<file path="src/rtl/psram_pkg.sv">
// ============================================================================
// psram_pkg : shared constants for the PSRAM arbiter front end
// Rev 1.0   : initial release
// ============================================================================
`default_nettype none

package psram_pkg;

  localparam int PSRAM_ADDR_W = 23;
  localparam int PSRAM_DATA_W = 8;

  typedef logic [1:0] state_t;

  localparam state_t ST_POWERUP  = 2'd0;
  localparam state_t ST_IDLE     = 2'd1;
  localparam state_t ST_ISSUE    = 2'd2;
  localparam state_t ST_WAIT_RSP = 2'd3;

  localparam logic OWNER_R0 = 1'b0;
  localparam logic OWNER_R1 = 1'b1;

endpackage

`default_nettype wire

</file>
<file path="src/rtl/psram_rr_pick.sv">
// ============================================================================
// psram_rr_pick : two-way round-robin select; on a tie the loser of the last
//                 grant wins.
// Rev 1.0       : initial release
// ============================================================================
`default_nettype none

module psram_rr_pick
  import psram_pkg::*;
(
  input  logic [1:0] i_req,
  input  logic       i_last_grant,
  output logic       o_valid,
  output logic       o_pick
);

  logic w_tie_pick;

  assign w_tie_pick = (i_last_grant == OWNER_R0) ? OWNER_R1 : OWNER_R0;
  assign o_valid    = |i_req;
  assign o_pick     = (i_req == 2'b11) ? w_tie_pick
                    : (i_req[1] ? OWNER_R1 : OWNER_R0);

endmodule

`default_nettype wire

</file>
<file path="src/rtl/psram_arbiter.sv">
// ============================================================================
// psram_arbiter : power-up gated round-robin arbiter issuing one outstanding
//                 command to the PSRAM core, with response timeout.
// Rev 1.0       : initial release
// ============================================================================
`default_nettype none

module psram_arbiter
  import psram_pkg::*;
#(
  parameter int ADDR_W         = PSRAM_ADDR_W,
  parameter int DATA_W         = PSRAM_DATA_W,
  parameter int POWERUP_CYCLES = 2048,
  parameter int TIMEOUT_CYCLES = 255
) (
  input  logic              sys_clk,
  input  logic              sys_reset_n,
  output logic              ready,
  input  logic              r0_req,
  input  logic              r0_we,
  input  logic [ADDR_W-1:0] r0_addr,
  input  logic [DATA_W-1:0] r0_wdata,
  output logic              r0_gnt,
  output logic              r0_done,
  output logic [DATA_W-1:0] r0_rdata,
  output logic              r0_err,
  input  logic              r1_req,
  input  logic              r1_we,
  input  logic [ADDR_W-1:0] r1_addr,
  input  logic [DATA_W-1:0] r1_wdata,
  output logic              r1_gnt,
  output logic              r1_done,
  output logic [DATA_W-1:0] r1_rdata,
  output logic              r1_err,
  output logic              cmd_valid,
  input  logic              cmd_ready,
  output logic              cmd_we,
  output logic [ADDR_W-1:0] cmd_addr,
  output logic [DATA_W-1:0] cmd_wdata,
  input  logic              rsp_valid,
  input  logic [DATA_W-1:0] rsp_rdata,
  output logic [7:0]        timeout_count
);

  localparam int PU_W = $clog2(POWERUP_CYCLES + 1);
  localparam int TO_W = $clog2(TIMEOUT_CYCLES + 1);
  localparam logic [PU_W-1:0] c_PU_LAST = PU_W'(POWERUP_CYCLES - 1);
  localparam logic [TO_W-1:0] c_TO_LAST = TO_W'(TIMEOUT_CYCLES - 1);

  state_t            r_state;
  logic [PU_W-1:0]   r_pu_cnt;
  logic [TO_W-1:0]   r_tcnt;
  logic              r_owner;
  logic              r_last_grant;
  logic              r_ready;
  logic              r_cmd_valid;
  logic              r_cmd_we;
  logic [ADDR_W-1:0] r_cmd_addr;
  logic [DATA_W-1:0] r_cmd_wdata;
  logic [1:0]        r_gnt;
  logic [1:0]        r_done;
  logic [1:0]        r_err;
  logic [DATA_W-1:0] r_r0_rdata;
  logic [DATA_W-1:0] r_r1_rdata;
  logic [7:0]        r_to_cnt;

  logic w_pick_valid;
  logic w_pick;

  psram_rr_pick u_pick (
    .i_req        ({r1_req, r0_req}),
    .i_last_grant (r_last_grant),
    .o_valid      (w_pick_valid),
    .o_pick       (w_pick)
  );

  always_ff @(posedge sys_clk or negedge sys_reset_n) begin
    if (!sys_reset_n) begin
      r_state      <= ST_POWERUP;
      r_pu_cnt     <= '0;
      r_tcnt       <= '0;
      r_owner      <= OWNER_R0;
      r_last_grant <= OWNER_R1;
      r_ready      <= 1'b0;
      r_cmd_valid  <= 1'b0;
      r_cmd_we     <= 1'b0;
      r_cmd_addr   <= '0;
      r_cmd_wdata  <= '0;
      r_gnt        <= 2'b00;
      r_done       <= 2'b00;
      r_err        <= 2'b00;
      r_r0_rdata   <= '0;
      r_r1_rdata   <= '0;
      r_to_cnt     <= 8'd0;
    end else begin
      r_gnt  <= 2'b00;
      r_done <= 2'b00;
      case (r_state)
        ST_POWERUP: begin
          r_pu_cnt <= r_pu_cnt + 1'b1;
          if (r_pu_cnt == c_PU_LAST) begin
            r_ready <= 1'b1;
            r_state <= ST_IDLE;
          end
        end
        ST_IDLE: begin
          if (w_pick_valid) begin
            r_owner     <= w_pick;
            r_cmd_we    <= (w_pick == OWNER_R1) ? r1_we    : r0_we;
            r_cmd_addr  <= (w_pick == OWNER_R1) ? r1_addr  : r0_addr;
            r_cmd_wdata <= (w_pick == OWNER_R1) ? r1_wdata : r0_wdata;
            r_cmd_valid <= 1'b1;
            r_state     <= ST_ISSUE;
          end
        end
        ST_ISSUE: begin
          if (cmd_ready) begin
            r_cmd_valid    <= 1'b0;
            r_gnt[r_owner] <= 1'b1;
            r_tcnt         <= '0;
            r_state        <= ST_WAIT_RSP;
          end
        end
        ST_WAIT_RSP: begin
          // A response arriving on the expiry cycle still counts as success.
          if (rsp_valid || (r_tcnt == c_TO_LAST)) begin
            r_done[r_owner] <= 1'b1;
            r_err[r_owner]  <= ~rsp_valid;
            if (r_owner == OWNER_R1) begin
              r_r1_rdata <= (rsp_valid && !r_cmd_we) ? rsp_rdata : '0;
            end else begin
              r_r0_rdata <= (rsp_valid && !r_cmd_we) ? rsp_rdata : '0;
            end
            if (!rsp_valid && (r_to_cnt != 8'hFF)) begin
              r_to_cnt <= r_to_cnt + 8'd1;
            end
            r_last_grant <= r_owner;
            r_state      <= ST_IDLE;
          end else begin
            r_tcnt <= r_tcnt + 1'b1;
          end
        end
        default: r_state <= ST_POWERUP;
      endcase
    end
  end

  assign ready         = r_ready;
  assign cmd_valid     = r_cmd_valid;
  assign cmd_we        = r_cmd_we;
  assign cmd_addr      = r_cmd_addr;
  assign cmd_wdata     = r_cmd_wdata;
  assign r0_gnt        = r_gnt[0];
  assign r1_gnt        = r_gnt[1];
  assign r0_done       = r_done[0];
  assign r1_done       = r_done[1];
  assign r0_err        = r_err[0];
  assign r1_err        = r_err[1];
  assign r0_rdata      = r_r0_rdata;
  assign r1_rdata      = r_r1_rdata;
  assign timeout_count = r_to_cnt;

endmodule

`default_nettype wire

</file>
<file path="config.mk">
export PLATFORM = sky130hd
export DESIGN_NAME = psram_arbiter
export DESIGN_NICKNAME = d
export VERILOG_FILES = /design/src/rtl/psram_pkg.sv /design/src/rtl/psram_rr_pick.sv /design/src/rtl/psram_arbiter.sv
export SDC_FILE = /design/constraint.sdc
export NUM_CORES = 1
export LEC_CHECK = 0
export BUFFER_PORTS_ARGS = -buffer_cell sky130_fd_sc_hd__buf_2
export CAP_MARGIN = 20
export CORE_MARGIN = 10
export CORE_UTILIZATION = 40
export CTS_BUF_LIST = sky130_fd_sc_hd__clkbuf_4 sky130_fd_sc_hd__clkbuf_8
export DETAILED_ROUTE_END_ITERATION = 10
export GPL_TIMING_DRIVEN = 0
export PLACE_DENSITY = 0.66
export SYNTH_ARGS = -nofsm -noshare
export SYNTH_HDL_FRONTEND = slang
export SYNTH_SLANG_ARGS = --single-unit
</file>
<file path="constraint.sdc">
create_clock -name sys_clk -period 2.25 [get_ports sys_clk]
set_clock_uncertainty 0.05 [all_clocks]
set_input_delay 0.225 -clock sys_clk [delete_from_list [all_inputs] [get_ports sys_clk]]
set_output_delay 0.225 -clock sys_clk [all_outputs]
set_load 0.05 [all_outputs]
</file>
Yosys cells after proc, flatten, opt, wreduce, memory -nomap -nowiden
Cells that the tools add are included.
{ "totals": {"regBits": 88, "elab_cells": 79} }
{ "op_classes": {"n_addsub": 3, "order_cmp": 2, "eq_ne": 12, "n_mux": 25, "n_bitwise": 2, "reduce_logical": 19} }
{ "ops": {"columns": ["operator", "n"], "rows": [
  ["two-way mux 8 bit", 4],
  ["two-way mux 23 bit", 1],
  ["adder 8 x 1 -> 8 bit, second input constant", 2],
  ["two-way mux 2 bit", 8],
  ["one-hot mux 8 bit (2 select lines)", 1],
  ["AND reduction 3 bit", 5],
  ["adder 12 x 1 -> 12 bit, second input constant", 1],
  ["== test 12 x 11 -> 1 bit, second input constant", 1],
  ["== test 8 bit, second input constant", 1],
  ["inequality test 2 bit, second input constant", 4],
  ["inequality test 8 bit, second input constant", 1],
  ["one-hot mux 2 bit (4 select lines)", 1],
  ["two-way mux 1 bit", 7],
  ["== test 2 bit, second input constant", 3],
  ["AND reduction 2 bit", 3],
  ["AND reduction 4 bit", 1],
  ["nonzero test 2 bit", 2],
  ["logical AND 1 bit", 3],
  ["bitwise mux 2 bit", 1],
  ["== test 2 x 1 -> 1 bit, second input constant", 1],
  ["logical NOT 1 bit", 2],
  ["logical NOT 2 bit", 1],
  ["less-than comparator 1 x 2 -> 1 bit, second input constant", 1],
  ["inequality test 2 x 1 -> 1 bit, second input constant", 1],
  ["6 further kinds", 7]
]} }

Depth between registers and ports, before layout
{ "logic_depth": {"depth_word": 6, "mapped_depth": 7, "depth_no_buf": 6} }

By module
From an unflattened synthesis, not the netlist that was laid out.
{ "unflattened": {"hier_cells": 356, "hier_area_um2": 3992.6} }
{ "by_module_without_submodules": {"columns": ["module", "n_inst", "cells_each", "area_per_inst_um2"], "rows": [
  ["psram_arbiter", 1, 354, 3978.8],
  ["psram_rr_pick", 1, 2, 13.8]
]} }

Least setup slack after synthesis
Ideal clock, no wire load.
{ "synth_path": {"kind": "reg2reg", "from": "reg r_to_cnt[0], in the netlist timeout_count[0]", "to": "reg r_to_cnt[1], in the netlist timeout_count[1]", "setup_time_ns": 0.128, "arrival_time_ns": 1.696, "setup_slack_ns": 0.376, "stages_incl_launch_ff": 6, "path_cell_list": "dfrtp_1 > ha_1 > nand3_1 > nor2_1 > nor2_1 > mux2_1"} }
{ "synth_via": {"elab_chain_cells": 3} }
{ "synth_rtl": {"columns": ["element", "line", "text"], "rows": [
  ["start: declaration", "psram_arbiter.sv:65", "logic [7:0] r_to_cnt;"],
  ["start signal: assignment", "psram_arbiter.sv:135", "r_to_cnt <= r_to_cnt + 8'd1;"],
  ["parallel branches: the longest is 3 deep, another holds adder 8 x 1 -> 8 bit", null, null]
]} }
Parallel ways; which one is timed is not known.
A chain may end at the register's enable or synchronous reset.

Worst setup path in the final report
{ "layout_path": {"from": "reg r_state[1]", "to": "reg r_r1_rdata[1], in the netlist r1_rdata[1]"} }
{ "layout_via": {"elab_chain_cells": 2} }
{ "layout_rtl": {"columns": ["element", "line", "text"], "rows": [
  ["start: declaration", "psram_arbiter.sv:50", "state_t r_state;"],
  ["start signal: assignment", "psram_arbiter.sv:79", "r_state <= ST_POWERUP;"],
  ["start signal: assignment", "psram_arbiter.sv:103", "r_state <= ST_IDLE;"],
  ["start signal: assignment", "psram_arbiter.sv:113", "r_state <= ST_ISSUE;"],
  ["== test 2 bit", "psram_arbiter.sv:98", "case (r_state)"],
  ["AND reduction 3 bit (no source line)", null, null],
  ["end signal: assignment", "psram_arbiter.sv:130", "r_r1_rdata <= (rsp_valid && !r_cmd_we) ? rsp_rdata : '0;"],
  ["end: declaration", "psram_arbiter.sv:64", "logic [DATA_W-1:0] r_r1_rdata;"]
]} }
No other way between the ends.

==> impl_metrics.json <==
{
  "status": "complete, no violations",
  "yosys.area_share.xor_xnor_pct": 3.283,
  "syn_inst": 353,
  "start_util_pct": 40.94,
  "areaGrowthSynthToFinish_pct": 28.99,
  "pwr-share-clk_pct": 18.6,
  "port_buffers": 140,
  "setup_tns_ps": 0,
  "drv_slew": 0,
  "r2r_end": "r1_rdata[1]",
  "drtPass1Iterations": 4,
  "dr.first_iter.drc_count": 146,
  "synthTopCellsByArea": "dfrtp_1 (54%), mux2i_1 (8.5%), nand2_1 (4.4%)",
  "coreArea_um2": 9774,
  "path_class": "reg -> reg",
  "drc": 0,
  "gr-usage-met2_pct": 22.90,
  "finalHoldViolations": 0,
  "cp.required_ps": 2490,
  "grtUsageMet1_pct": 17.95,
  "ys_seq_area_share_pct": 55.07,
  "hold_end": "r0_rdata[3]",
  "synthesis.nets": 439,
  "detail_route.vias_per_cell": 4.963,
  "grt_max_degree": 74,
  "synth.mux.area_fraction_pct": 10.29,
  "clk_root_buffer_cell": "clkbuf_8",
  "layout-drive-gt1-share_pct": 34.83,
  "yosysWarnings": 0,
  "ys_seq_elements": 88,
  "power.net_switching_mw": 3.470,
  "die_w_um": 120.0,
  "clockBufferDepth": 2,
  "pwr-share-comb_pct": 48.1,
  "mostFrequentLayoutCell": "buf_2",
  "grt_pass1_wl_um": 17420,
  "final_nets": 592,
  "first_global_vias": 3442,
  "dieArea_um2": 14400,
  "cts.sinks": 88,
  "synth-compound-area-share_pct": 13.95,
  "max_cap_viol_count": 0,
  "vias": 3196,
  "setup-violations-final": 0,
  "cts_hold_buf": 1,
  "cellPowerDensity_nw_per_um2": 1415,
  "endpoint_kind": "flip-flop",
  "clkSlewWorstSetupHoldPaths_ps": 90,
  "io_pins": 142,
  "mostFrequentLayoutCells": "buf_2 (142), dfrtp_1 (87), nand2_1 (47)",
  "ir_worst_vdd_uv": 864.5,
  "avgSynthCellArea_um2": 11.34,
  "num-fill-cells": 935,
  "worstHoldPathType": "in -> reg",
  "diodes": 0,
  "arrival_ps": 2390,
  "num_rows": 36,
  "whs_path_depth": 2,
  "placement.cell_area_um2": 4898,
  "grt.met3_usage_pct": 6.142,
  "die_y_um": 120.0,
  "internal_power_mw": 3.834,
  "hold_path_startpoint": "rsp_rdata[3]",
  "synth_flop_cell": "dfrtp_1",
  "postCtsSetupBuffers": 0,
  "r2r-start": "r_state[1]",
  "clk_latency_ps": 360,
  "multiInputGateArea_um2": 1688,
  "grt_use_total_pct": 14.87,
  "post_synth_instance_area_um2": 4001,
  "synth_edf_count": 0,
  "r2r_slack_ps": 100,
  "cts_made_buffers": 9,
  "routedWlPerCell_um": 16.48,
  "switching_share_pct": 47.51,
  "worst_pin_slew_ps": 1133,
  "top_usage_layer": "met2",
  "antenna_found_initial": 1,
  "synth_top_family_by_area": "compound AO/OA/AOI/OAI gates",
  "finalInstanceArea_um2": 5161,
  "yosys.area_share.adder_pct": 2.502,
  "h-tree-depth": 3,
  "worstSetupStartpointType": "flip-flop",
  "rsz0062_at_grt": "no",
  "slew_headroom_pct": 24.33,
  "grt_overflow": 0,
  "path_max_fanout": 8,
  "p_leak_nw": 2.663,
  "gp_congestion": 0.7906,
  "ctsResizeCount": 0,
  "yosys.area_share.simple_pct": 12.16,
  "period_needed_ps": 2151,
  "r2r_cells": 4,
  "synth_top_area_share_pct": 54.41,
  "regArea_um2": 2203,
  "layout_worst_path_cycle_share_pct": 95.62,
  "totalWireLength_um": 10610,
  "place.detailed.hpwl_um": 8191,
  "seqPwrFrac_pct": 33.3,
  "fmax_ghz": 0.4648,
  "synth_top_area_cell": "dfrtp_1",
  "synth_cell_types": 50,
  "async_flop_share_pct": 100.0,
  "antenna_left": 0,
  "cts_tree": "built"
}
==> registers in the layout (all words and copies together), names as in the netlist <==
name / count
cmd_addr: 23
cmd_valid: 1
cmd_wdata: 8
cmd_we: 1
r0_rdata: 8
r1_rdata: 8
r_done: 2
r_err: 2
r_gnt: 2
r_last_grant: 1
r_owner: 1
r_pu_cnt: 12
r_state: 2
r_tcnt: 8
ready: 1
timeout_count: 8
==> cell families (layout without fill, tap and decap cells) <==
| kind of cell | Yosys count | count (layout) |
|---|---|---|
| multiplexers | 40 | 40 |
| flip-flops | 88 | 88 |
| AO/OA/AOI/OAI | 83 | 83 |
| adder cells (fa/ha/maj) | 8 | 8 |
| AND/OR/NAND/NOR | 95 | 95 |
| buffers and inverters | 24 | 182 |
| XOR/XNOR | 15 | 15 |
==> final cells by class <==
class | instances | area share [%]
buffer | 15 | 1.455
clock buffer | 10 | 2.667
clock inverter | 6 | 2.230
inverter | 9 | 0.6788
multi-input combinational | 241 | 32.70
sequential | 88 | 42.69
tap | 133 | 3.224
timing repair buffer | 142 | 14.35
==> worst max-delay path: stages, from the launching register on <==
cell	delay, ps
dfrtp_1	410
ha_1	340
nand2_1	120
nor3b_1	910
a22o_1	260
==> power groups by stage <==
stage | sequential [mW] | combinational (mW) | clock [mW]
after global placement | 2.43 | 3.50 | 0
after global routing | 2.52 | 3.78 | 1.47
after detailed placement | 2.45 | 3.57 | 0
final | 2.43 | 3.51 | 1.36
after CTS | 2.44 | 3.56 | 1.40
after floorplan | 3.91 | 1.14 | 0
==> how the worst max path moves through the flow <==
| stage | depth (start not counted) | start | to | slack, ps |
|---|---|---|---|---|
| after CTS | 4 | r_state[1] | r1_rdata[1] | 110 |
| after global placement | 1 | sys_reset_n | cmd_wdata[4] | 110 |
| after floorplan | 5 | timeout_count[0] | timeout_count[1] | 380 |
| after global routing | 7 | r_state[1] | cmd_addr[18] | 10 |
| final | 4 | r_state[1] | r1_rdata[1] | 100 |
| after detailed placement | 4 | r_state[1] | r1_rdata[7] | 130 |
==> cell usage after synthesis, types with 2 or more instances <==
master	n
a21oi_1	5
a22o_1	18
a31oi_1	4
and2_1	2
and3_1	4
and4_1	2
buf_2	3
buf_4	4
clkbuf_1	8
dfrtp_1	87
ha_1	8
inv_1	8
mux2_1	4
mux2i_1	34
nand2_1	47
nand2b_1	3
nand3_1	6
nand4_1	4
nor2_1	8
nor2b_1	4
nor3_1	5
nor4b_2	2
o21a_1	2
o21ai_0	18
o21ai_1	24
or3_1	2
xnor2_1	8
xor2_1	7
==> stage by stage <==
step	hold slack [ps]	power (mW)	instances	util, %	setup slack [ps]
floorplan	-120.6	5.044	353	-	376.1
global placement	406.4	5.933	626	49.81	114.5
detailed placement	63.98	6.020	627	50.12	134.6
CTS	22.22	7.398	644	52.80	111.6
global route	35.39	7.766	644	52.80	12.82
finish	39.05	7.304	644	52.80	98.62
==> metal layers <==
layer	share of wire, %	vias to the layer above
li1	-	1558
met5	0.066	-
met1	44	1509
met2	45	113
met3	9.1	14
met4	1.7	2
Note: power is estimated with default switching activity, not from simulation.
